<file path="config.mk">
export PLATFORM = sky130hd
export DESIGN_NAME = bnn_layer_seq
export DESIGN_NICKNAME = d
export VERILOG_FILES = /design/src/rtl/bnn_layer_seq.sv
export SDC_FILE = /design/constraint.sdc
export NUM_CORES = 1
export LEC_CHECK = 0
export ABC_AREA = 1
export BUFFER_PORTS_ARGS = -buffer_cell sky130_fd_sc_hd__buf_2
export CORE_MARGIN = 1
export CORE_UTILIZATION = 35
export CTS_CLUSTER_DIAMETER = 50
export DETAILED_ROUTE_END_ITERATION = 16
export GPL_TIMING_DRIVEN = 0
export PLACE_DENSITY = 0.74
export REMOVE_ABC_BUFFERS = 1
export SYNTH_ARGS = -nofsm -noshare
export SYNTH_HDL_FRONTEND = slang
export SYNTH_SLANG_ARGS = --single-unit
export TNS_END_PERCENT = 10
</file>
<file path="constraint.sdc">
create_clock -name clk -period 2.8 [get_ports clk]
set_input_delay 0.14 -clock clk [delete_from_list [all_inputs] [get_ports clk]]
set_output_delay 0.14 -clock clk [all_outputs]
set_load 0.05 [all_outputs]
</file>
<file path="src/rtl/bnn_layer_seq.sv">
// Layer sequencer for the BNN core: bias load, per-group accumulate/binarize,
// two-word result readout. All core-facing controls are registered Moore outputs.
module bnn_layer_seq #(
  parameter int PSUM_STEPS = 4,
  parameter int ADDR_W     = 8
) (
  input  logic              clk,
  input  logic              rst,
  input  logic              start,
  input  logic              pool_en,
  output logic [ADDR_W-1:0] mem_addr,
  output logic              mem_rd,
  input  logic [31:0]       mem_data,
  output logic [31:0]       data_out,
  output logic [16:0]       instruction,
  input  logic [31:0]       result_in,
  output logic              res_valid,
  output logic [31:0]       res_data,
  output logic              busy,
  output logic              done
);

  typedef enum logic [3:0] {
    S_IDLE, S_B0, S_B1, S_B2, S_CLR, S_ACC, S_BIN, S_ST0, S_ST1, S_DONE
  } state_t;

  localparam logic [3:0] LAST_STEP = 4'(PSUM_STEPS - 1);

  state_t            state_q, state_d;
  logic [5:0]        group_q, group_d;
  logic [3:0]        step_q, step_d;
  logic              pool_q, pool_d;
  logic [5:0]        last_group;
  logic [16:0]       instr_d;
  logic              mem_rd_d;
  logic [ADDR_W-1:0] mem_addr_d;
  logic              busy_d, done_d;
  logic              capture;

  assign data_out   = mem_data;
  assign last_group = pool_q ? 6'd31 : 6'd7;
  assign capture    = (state_q == S_ST0) || (state_q == S_ST1);

  // NOTE: every always_comb target gets a default first so no path infers a latch.
  always_comb begin
    state_d = state_q;
    group_d = group_q;
    step_d  = step_q;
    pool_d  = pool_q;
    case (state_q)
      S_IDLE: if (start) begin
        state_d = S_B0;
        pool_d  = pool_en;
        group_d = '0;
        step_d  = '0;
      end
      S_B0:  state_d = S_B1;
      S_B1:  state_d = S_B2;
      S_B2:  state_d = S_CLR;
      S_CLR: begin
        state_d = S_ACC;
        step_d  = '0;
      end
      S_ACC: begin
        if (step_q == LAST_STEP) state_d = S_BIN;
        else                     step_d  = step_q + 4'd1;
      end
      S_BIN: begin
        if (group_q == last_group) begin
          state_d = S_ST0;
        end else begin
          state_d = S_CLR;
          group_d = group_q + 6'd1;
        end
      end
      S_ST0:   state_d = S_ST1;
      S_ST1:   state_d = S_DONE;
      S_DONE:  state_d = S_IDLE;
      default: state_d = S_IDLE;
    endcase
  end

  // Outputs are decoded from the next state so the registered bus lines up with it.
  always_comb begin
    instr_d    = '0;
    mem_rd_d   = 1'b0;
    mem_addr_d = '0;
    busy_d     = (state_d != S_IDLE) && (state_d != S_DONE);
    done_d     = (state_d == S_DONE);
    case (state_d)
      S_B0: mem_rd_d = 1'b1;
      S_B1: begin
        mem_rd_d    = 1'b1;
        mem_addr_d  = ADDR_W'(1);
        instr_d[11] = 1'b1;
      end
      S_B2:  instr_d[11] = 1'b1;
      S_CLR: instr_d[0]  = 1'b1;
      S_ACC: begin
        instr_d[9]   = 1'b1;
        instr_d[4:1] = {2'b00, step_d[1:0]};
      end
      S_BIN: begin
        instr_d[10] = 1'b1;
        instr_d[12] = pool_d;
        if (pool_d) {instr_d[13], instr_d[6]} = group_d[1:0];
      end
      S_ST0: instr_d[14] = 1'b1;
      S_ST1: begin
        instr_d[14] = 1'b1;
        instr_d[6]  = 1'b1;
      end
      default: ;
    endcase
  end

  // NOTE: sequential state uses non-blocking assignments only, so every flop
  // samples pre-edge values regardless of statement order.
  always_ff @(posedge clk) begin
    if (rst) begin
      state_q     <= S_IDLE;
      group_q     <= '0;
      step_q      <= '0;
      pool_q      <= 1'b0;
      instruction <= '0;
      mem_rd      <= 1'b0;
      mem_addr    <= '0;
      busy        <= 1'b0;
      done        <= 1'b0;
      res_valid   <= 1'b0;
      res_data    <= '0;
    end else begin
      state_q     <= state_d;
      group_q     <= group_d;
      step_q      <= step_d;
      pool_q      <= pool_d;
      instruction <= instr_d;
      mem_rd      <= mem_rd_d;
      mem_addr    <= mem_addr_d;
      busy        <= busy_d;
      done        <= done_d;
      res_valid   <= capture;
      if (capture) res_data <= result_in;
    end
  end

endmodule

</file>
=== After elaboration in Yosys (flattened, before gate mapping) ===
Index checks and enable logic that the tools add are counted.

* Logic and storage cells: 81
* Flip-flop bits (word level): 76
* Output and inout bits: 93
* Input port bits: 68

* Bitwise operators: 3
* Mux-type cells: 22
* Equal/unequal tests: 23
* Add/subtract/negate cells: 2
* Reduce and logical (&&, ||, !) cells: 14

{| class="wikitable"
|+ Operators by type and width
! kind !! number
|-
| $pmux W4 S9 || 1
|-
| $eq A4 B3 Y1 const B || 8
|-
| $eq A4 B2 Y1 const B || 5
|-
| $mux W4 || 4
|-
| $eq A4 B4 Y1 const B || 3
|-
| $mux W6 || 2
|-
| $pmux W4 S3 || 1
|-
| $pmux W6 S2 || 1
|-
| $mux W1 || 10
|-
| $reduce_or A2 Y1 || 5
|-
| $eq A4 B1 Y1 const B || 2
|-
| $add A6 B1 Y6 const B || 1
|-
| $eq A6 B5 Y1 || 1
|-
| $ne A2 B2 Y1 const B || 3
|-
| $reduce_and A3 Y1 || 2
|-
| $mux W5 || 1
|-
| $add A4 B1 Y4 const B || 1
|-
| $logic_not A4 Y1 || 1
|-
| $ne A4 B4 Y1 const B || 1
|-
| $reduce_bool A4 Y1 || 1
|-
| $not A1 Y1 || 3
|-
| $reduce_bool A3 Y1 || 1
|-
| $reduce_or A3 Y1 || 1
|-
| $mux W2 || 1
|-
| 4 further kinds || 4
|}

=== Depth between registers and ports, before layout ===
* Depth in word-level cells: 7
* Gate-level depth with buffers: 10
* Gate-level depth less buffers: 10

=== Least setup slack after synthesis ===
No wires, ideal clock.

* Kind: reg-to-reg
* From: register step_q[0]
* To: register step_q[0]
* Clock period less this slack: 1.446 ns
* Data required time: 2.744 ns
* Cell stages (with the launch flop): 11
* Setup slack: 1.354 ns
* Arrival: 1.390 ns
* Path through: dfxtp_1 > ha_1 > inv_1 > nor3_1 > inv_1 > nor2_1 > nor2_1 > nand2_1 > o21ai_0 > or2_1 > inv_1

* Longest elaborated chain between the ends: 3

{| class="wikitable"
|+ RTL lines
! what !! line !! text
|-
| start, declared || 31 || <nowiki>logic [3:0] step_q, step_d;</nowiki>
|-
| start signal, assigned || 135 || <nowiki>step_q <= step_d;</nowiki>
|-
| $add A4 B1 Y4 or $eq A4 B2 Y1 (tied branches) || 66, 65 ||
|-
| $mux W4 || 65 || <nowiki>if (step_q == LAST_STEP) state_d = S_BIN;</nowiki>
|-
| $pmux W4 S3 * || 50 || <nowiki>case (state_q)</nowiki>
|}

Every way passes the cells marked *; elsewhere a longest branch is shown, timed or not. The select of a mux whose other input is x is not followed.
A chain may end at the register's enable or synchronous reset.

=== Worst setup path after layout ===
* From: register state_q[3]
* To: register busy

* Longest elaborated chain between the ends: 4

{| class="wikitable"
|+ RTL lines
! what !! line !! text
|-
| start, declared || 29 || <nowiki>state_t state_q, state_d;</nowiki>
|-
| start signal, assigned || 133 || <nowiki>state_q <= state_d;</nowiki>
|-
| $eq A4 B4 Y1, or another cell as far along || 50 ||
|-
| $pmux W4 S9 * || 50 ||
|-
| $ne A4 B4 Y1 or $reduce_bool A4 Y1 (tied branches) || 88 || <nowiki>busy_d = (state_d != S_IDLE) && (state_d != S_DONE);</nowiki>
|-
| $logic_and A1 B1 Y1 * || 88 ||
|-
| end signal, assigned || 140 || <nowiki>busy <= busy_d;</nowiki>
|-
| end, declared || 19 || <nowiki>output logic busy,</nowiki>
|}

Every way passes the cells marked *; elsewhere a longest branch is shown, timed or not.

==> report_table.html <==
<table>
<tr><th>Metric</th><th>Value</th></tr>
<tr><th colspan="2">Outcome</th></tr>
<tr><td>Outcome</td><td>completed</td></tr>
<tr><th colspan="2">Global route</th></tr>
<tr><td>Initial antenna violation count</td><td>0</td></tr>
<tr><td>Global route overflow</td><td>0</td></tr>
<tr><td>Global-route wire length before repair</td><td>11,400 microns</td></tr>
<tr><td>Largest net degree at the start of global routing</td><td>54</td></tr>
<tr><td>GRT Util Overall</td><td>between 10% and 20%</td></tr>
<tr><td>Vias in the first global route</td><td>2,355</td></tr>
<tr><th colspan="2">STA</th></tr>
<tr><td>Worst rel slew slack</td><td>34.3%</td></tr>
<tr><td>Slew of the pin with the lowest slew margin</td><td>985 ps</td></tr>
<tr><td>Total count of max-transition violations in the final report</td><td>0</td></tr>
<tr><td>Largest clock skew in the final design</td><td>6.60 ps</td></tr>
<tr><td>Highest clock frequency the design can meet</td><td>471 MHz</td></tr>
<tr><td>Total Neg Setup Slack</td><td>0 ps</td></tr>
<tr><td>Final period utilization</td><td>75.8%</td></tr>
<tr><td>Unrepaired setup endpoints after global routing</td><td>no</td></tr>
<tr><td>Count of endpoints failing setup in the final report</td><td>0</td></tr>
<tr><td>WHS</td><td>between 50 and 60 ps</td></tr>
<tr><td>Minimum period implied by the final worst setup slack</td><td>2120 ps</td></tr>
<tr><td>Setup WS post-layout</td><td>about 680 ps</td></tr>
<tr><td>Final Hold Vio Count</td><td>0</td></tr>
<tr><th colspan="2">Yosys</th></tr>
<tr><td>Top FF cell, synth</td><td>sky130_fd_sc_hd__dfxtp_1</td></tr>
<tr><td>Share of the synthesized area in the top cell type</td><td>42.6%</td></tr>
<tr><td>Yosys warnings</td><td>0</td></tr>
<tr><td>Most instantiated cells after synthesis</td><td>62 x sky130_fd_sc_hd__dfxtp_1, 55 x sky130_fd_sc_hd__nand2_1, 46 x sky130_fd_sc_hd__buf_4, 42 x sky130_fd_sc_hd__a21oi_1, 42 x sky130_fd_sc_hd__nand3_1</td></tr>
<tr><td>Share of synthesized registers carrying an async set or reset</td><td>0%</td></tr>
<tr><td>Most frequently used cell type in the post-synthesis netlist</td><td>sky130_fd_sc_hd__dfxtp_1</td></tr>
<tr><td>Number of instances in the synthesized netlist</td><td>between 300 and 400</td></tr>
<tr><td>Cell area after synthesis</td><td>2910 sq um</td></tr>
<tr><td>Count of flip-flops with a built-in enable after synthesis</td><td>0</td></tr>
<tr><td>Most area-hungry cell type in the Yosys netlist</td><td>sky130_fd_sc_hd__dfxtp_1</td></tr>
<tr><td>Sequential fraction of the synthesis area</td><td>42.6%</td></tr>
<tr><td>Top post-synthesis cells by area</td><td>sky130_fd_sc_hd__dfxtp_1 43%, sky130_fd_sc_hd__buf_4 12%, sky130_fd_sc_hd__a21oi_1 7.2%</td></tr>
<tr><td>#FFs+latches synth</td><td>between 60 and 70</td></tr>
<tr><td>Average size of a mapped cell</td><td>8.00 sq um</td></tr>
<tr><td>Count of different cell masters after synthesis</td><td>32</td></tr>
<tr><th colspan="2">Detailed routing</th></tr>
<tr><td>Number of DRC markers in iteration 0</td><td>121</td></tr>
<tr><td>Detail-routed via count per cell</td><td>4.80</td></tr>
<tr><td>Via count</td><td>2,469</td></tr>
<tr><td>Post-DR wirelength/cell</td><td>between 10 and 15 microns</td></tr>
<tr><td>Routed Wire Length</td><td>7190 microns</td></tr>
<tr><td>Length of the first detailed-routing pass in iterations</td><td>4</td></tr>
<tr><td>DRC violations left</td><td>0</td></tr>
<tr><td>Remaining antenna violation count</td><td>0</td></tr>
<tr><th colspan="2">Worst hold path</th></tr>
<tr><td>Worst min-delay path startpoint</td><td>result_in[18]</td></tr>
<tr><td>Worst min-delay path category</td><td>in -&gt; reg</td></tr>
<tr><th colspan="2">Worst setup path</th></tr>
<tr><td>Kind of launch point of the worst setup path</td><td>register</td></tr>
<tr><td>Series of cell instances along the critical path</td><td>inv_1 -&gt; nand2_2 -&gt; nor2_1 -&gt; inv_2 -&gt; nand2_4 -&gt; nor2_1 -&gt; nand3_1 -&gt; nand2_1 -&gt; inv_1</td></tr>
<tr><td>Reg-to-Reg Start</td><td>state_q[3]</td></tr>
<tr><td>CP max stage delay</td><td>490 ps</td></tr>
<tr><td>Family of cells with the greatest summed delay on the critical path</td><td>simple AND/OR/NAND/NOR gates</td></tr>
<tr><td>CP required</td><td>~3000 ps</td></tr>
<tr><td>Data arrival time of the critical path</td><td>between 2000 and 2500 ps</td></tr>
<tr><td>Largest driver fanout on the critical path</td><td>37</td></tr>
<tr><td>Kind of critical path</td><td>reg -&gt; reg</td></tr>
<tr><td>Crit path buf inv count</td><td>3</td></tr>
<tr><td>Critical path launch point</td><td>state_q[3]</td></tr>
<tr><td>Slowest stage cell on the critical path</td><td>sky130_fd_sc_hd__inv_2</td></tr>
<tr><td>Worst Setup End Kind</td><td>register</td></tr>
<tr><th colspan="2">Clocking</th></tr>
<tr><td>Root buffer cell</td><td>sky130_fd_sc_hd__clkbuf_8</td></tr>
<tr><td>Worst-path clk slew</td><td>roughly 70 ps</td></tr>
<tr><td>Maximum count of clock buffers along a single path</td><td>2</td></tr>
<tr><td>Cells resized by post-CTS repair</td><td>0</td></tr>
<tr><td>TritonCTS clock tree</td><td>built</td></tr>
<tr><td>Setup repair bufs after CTS</td><td>0</td></tr>
<tr><td>CTS buffer count</td><td>9</td></tr>
<tr><td>Later-pin clock latency in the skew report</td><td>330 ps</td></tr>
<tr><td>Number of clock sinks</td><td>62</td></tr>
<tr><td>Count of hold buffers inserted by post-cts repair</td><td>0</td></tr>
<tr><td>Clock H-tree levels</td><td>3</td></tr>
<tr><th colspan="2">Die</th></tr>
<tr><td>Initial standard-cell utilization of the core</td><td>a little under two fifths</td></tr>
<tr><td>Std-Cell Core Area</td><td>7890 sq um</td></tr>
<tr><td>Area enclosed by the die boundary</td><td>8690 sq um</td></tr>
<tr><td>Count of pins on the block boundary</td><td>161</td></tr>
<tr><td>X dimension of the die</td><td>93.2 microns</td></tr>
<tr><td>Number of rows created at floorplan</td><td>32</td></tr>
<tr><td>Vert. Die Dim</td><td>93.2 microns</td></tr>
<tr><th colspan="2">Pwr</th></tr>
<tr><td>Peak VDD IR</td><td>0.000266 V</td></tr>
<tr><td>Total leakage power</td><td>around 1.5 nW</td></tr>
<tr><td>Power consumption</td><td>0.00185 W</td></tr>
<tr><td>Power density over the cells</td><td>580 nW/um^2</td></tr>
<tr><th colspan="2">Cells and area</th></tr>
<tr><td>Fraction of final layout cells sized beyond drive strength 1</td><td>between 20% and 30%</td></tr>
<tr><td>Diodes inserted</td><td>0</td></tr>
<tr><td>Layout overhead on the synthesized area</td><td>9.75%</td></tr>
<tr><td>Fin util</td><td>40.5%</td></tr>
<tr><td>Net count of the finished layout</td><td>479</td></tr>
<tr><th colspan="2">Placed design</th></tr>
<tr><td>DPL Wire Length</td><td>5020 microns</td></tr>
<tr><td>Final estimated routing congestion in global placement</td><td>0.800</td></tr>
<tr><td>Port Buffer Count</td><td>82</td></tr>
<tr><td>Placement-stage worst setup slack</td><td>664 ps</td></tr>
<tr><th colspan="2">Job</th></tr>
<tr><td>Maximum Capacitance Violations</td><td>0</td></tr>
</table>
worst min-delay path, cell delays in order:
cell	delay, ps
sky130_fd_sc_hd__buf_2	90
sky130_fd_sc_hd__nand2_1	50
sky130_fd_sc_hd__a21oi_1	50
flip-flops by register name, indices dropped and copies added (netlist names):
name,flops
instruction,10
done,1
pool_q,1
group_q,6
mem_rd,1
mem_addr,1
res_data,32
state_q,4
busy,1
step_q,4
res_valid,1
final timing paths:
path	to	slack, ps	cells past startpoint
setup / recovery	busy	680	9
hold / removal	res_data[18]	50	3
setup reg to reg	busy	680	9
hold reg to reg	res_data[7]	480	2
routing by layer:
layer	track usage [%]	routed length (microns)	vias up
met3	13.2	1010	15
met4	7.18	149	0
met1	19.0	3080	1120
met5	3.85	0	-
li1	-	-	1200
met2	24.3	2960	134
power by group:
part	switching, W	internal, W	leakage [nW]
registers	0.0000188	0.000902	0.501
logic	0.000214	0.0000710	0.885
clock network	0.000315	0.000333	0.0821
total	0.000548	0.00131	1.47
cell type report:
type | count | area, sq um
fillers | 807 | 4690
flip-flops and latches | 62 | 1240
multi-input cells | 225 | 1150
repair buffers | 82 | 410
clock buffers | 12 | 145
well taps | 102 | 128
inverters | 29 | 109
clock inverters | 2 | 10.0
cells by family (layout without fill, tap and decap cells):
group / count (synthesis) / after routing / synth area share, %
simple gates: 153 / 153 / 26.5
buf+inv: 90 / 125 / 19.5
fa+ha+maj: 2 / 2 / 0.859
other cells: 1 / 14 / 0.129
flops: 62 / 62 / 42.6
xor+xnor: 4 / 4 / 1.20
compound gates: 52 / 52 / 9.28
layout by cell type (no fill, tap or decap):
cell,n
sky130_fd_sc_hd__nor2_2,2
sky130_fd_sc_hd__nand4_1,1
sky130_fd_sc_hd__clkinv_1,1
sky130_fd_sc_hd__a21boi_1,1
sky130_fd_sc_hd__nand2_2,2
sky130_fd_sc_hd__or2_1,2
sky130_fd_sc_hd__a32oi_1,1
sky130_fd_sc_hd__a21oi_1,42
sky130_fd_sc_hd__nand4_2,1
sky130_fd_sc_hd__nand2_4,1
sky130_fd_sc_hd__conb_1,14
sky130_fd_sc_hd__nand3_4,2
sky130_fd_sc_hd__nand3_2,6
sky130_fd_sc_hd__ha_1,2
sky130_fd_sc_hd__nor2_1,29
sky130_fd_sc_hd__o21ai_2,1
sky130_fd_sc_hd__o21ai_0,7
sky130_fd_sc_hd__nor3_1,4
sky130_fd_sc_hd__nand2_1,55
sky130_fd_sc_hd__inv_2,4
sky130_fd_sc_hd__clkbuf_8,10
sky130_fd_sc_hd__dfxtp_1,62
sky130_fd_sc_hd__xor2_1,4
sky130_fd_sc_hd__nor3_2,1
sky130_fd_sc_hd__buf_2,82
sky130_fd_sc_hd__or2_2,1
sky130_fd_sc_hd__nor2_4,3
sky130_fd_sc_hd__clkinv_2,2
sky130_fd_sc_hd__nor3b_2,1
sky130_fd_sc_hd__nand3_1,42
sky130_fd_sc_hd__clkbuf_1,2
sky130_fd_sc_hd__inv_1,24
through the flow:
step,cells,area (sq um)
global placement,500,3040
global route,514,3200
finish,514,3200
floorplan,316,2500
detailed placement,500,3040
CTS,514,3200
(Power assumes the default switching activity.)
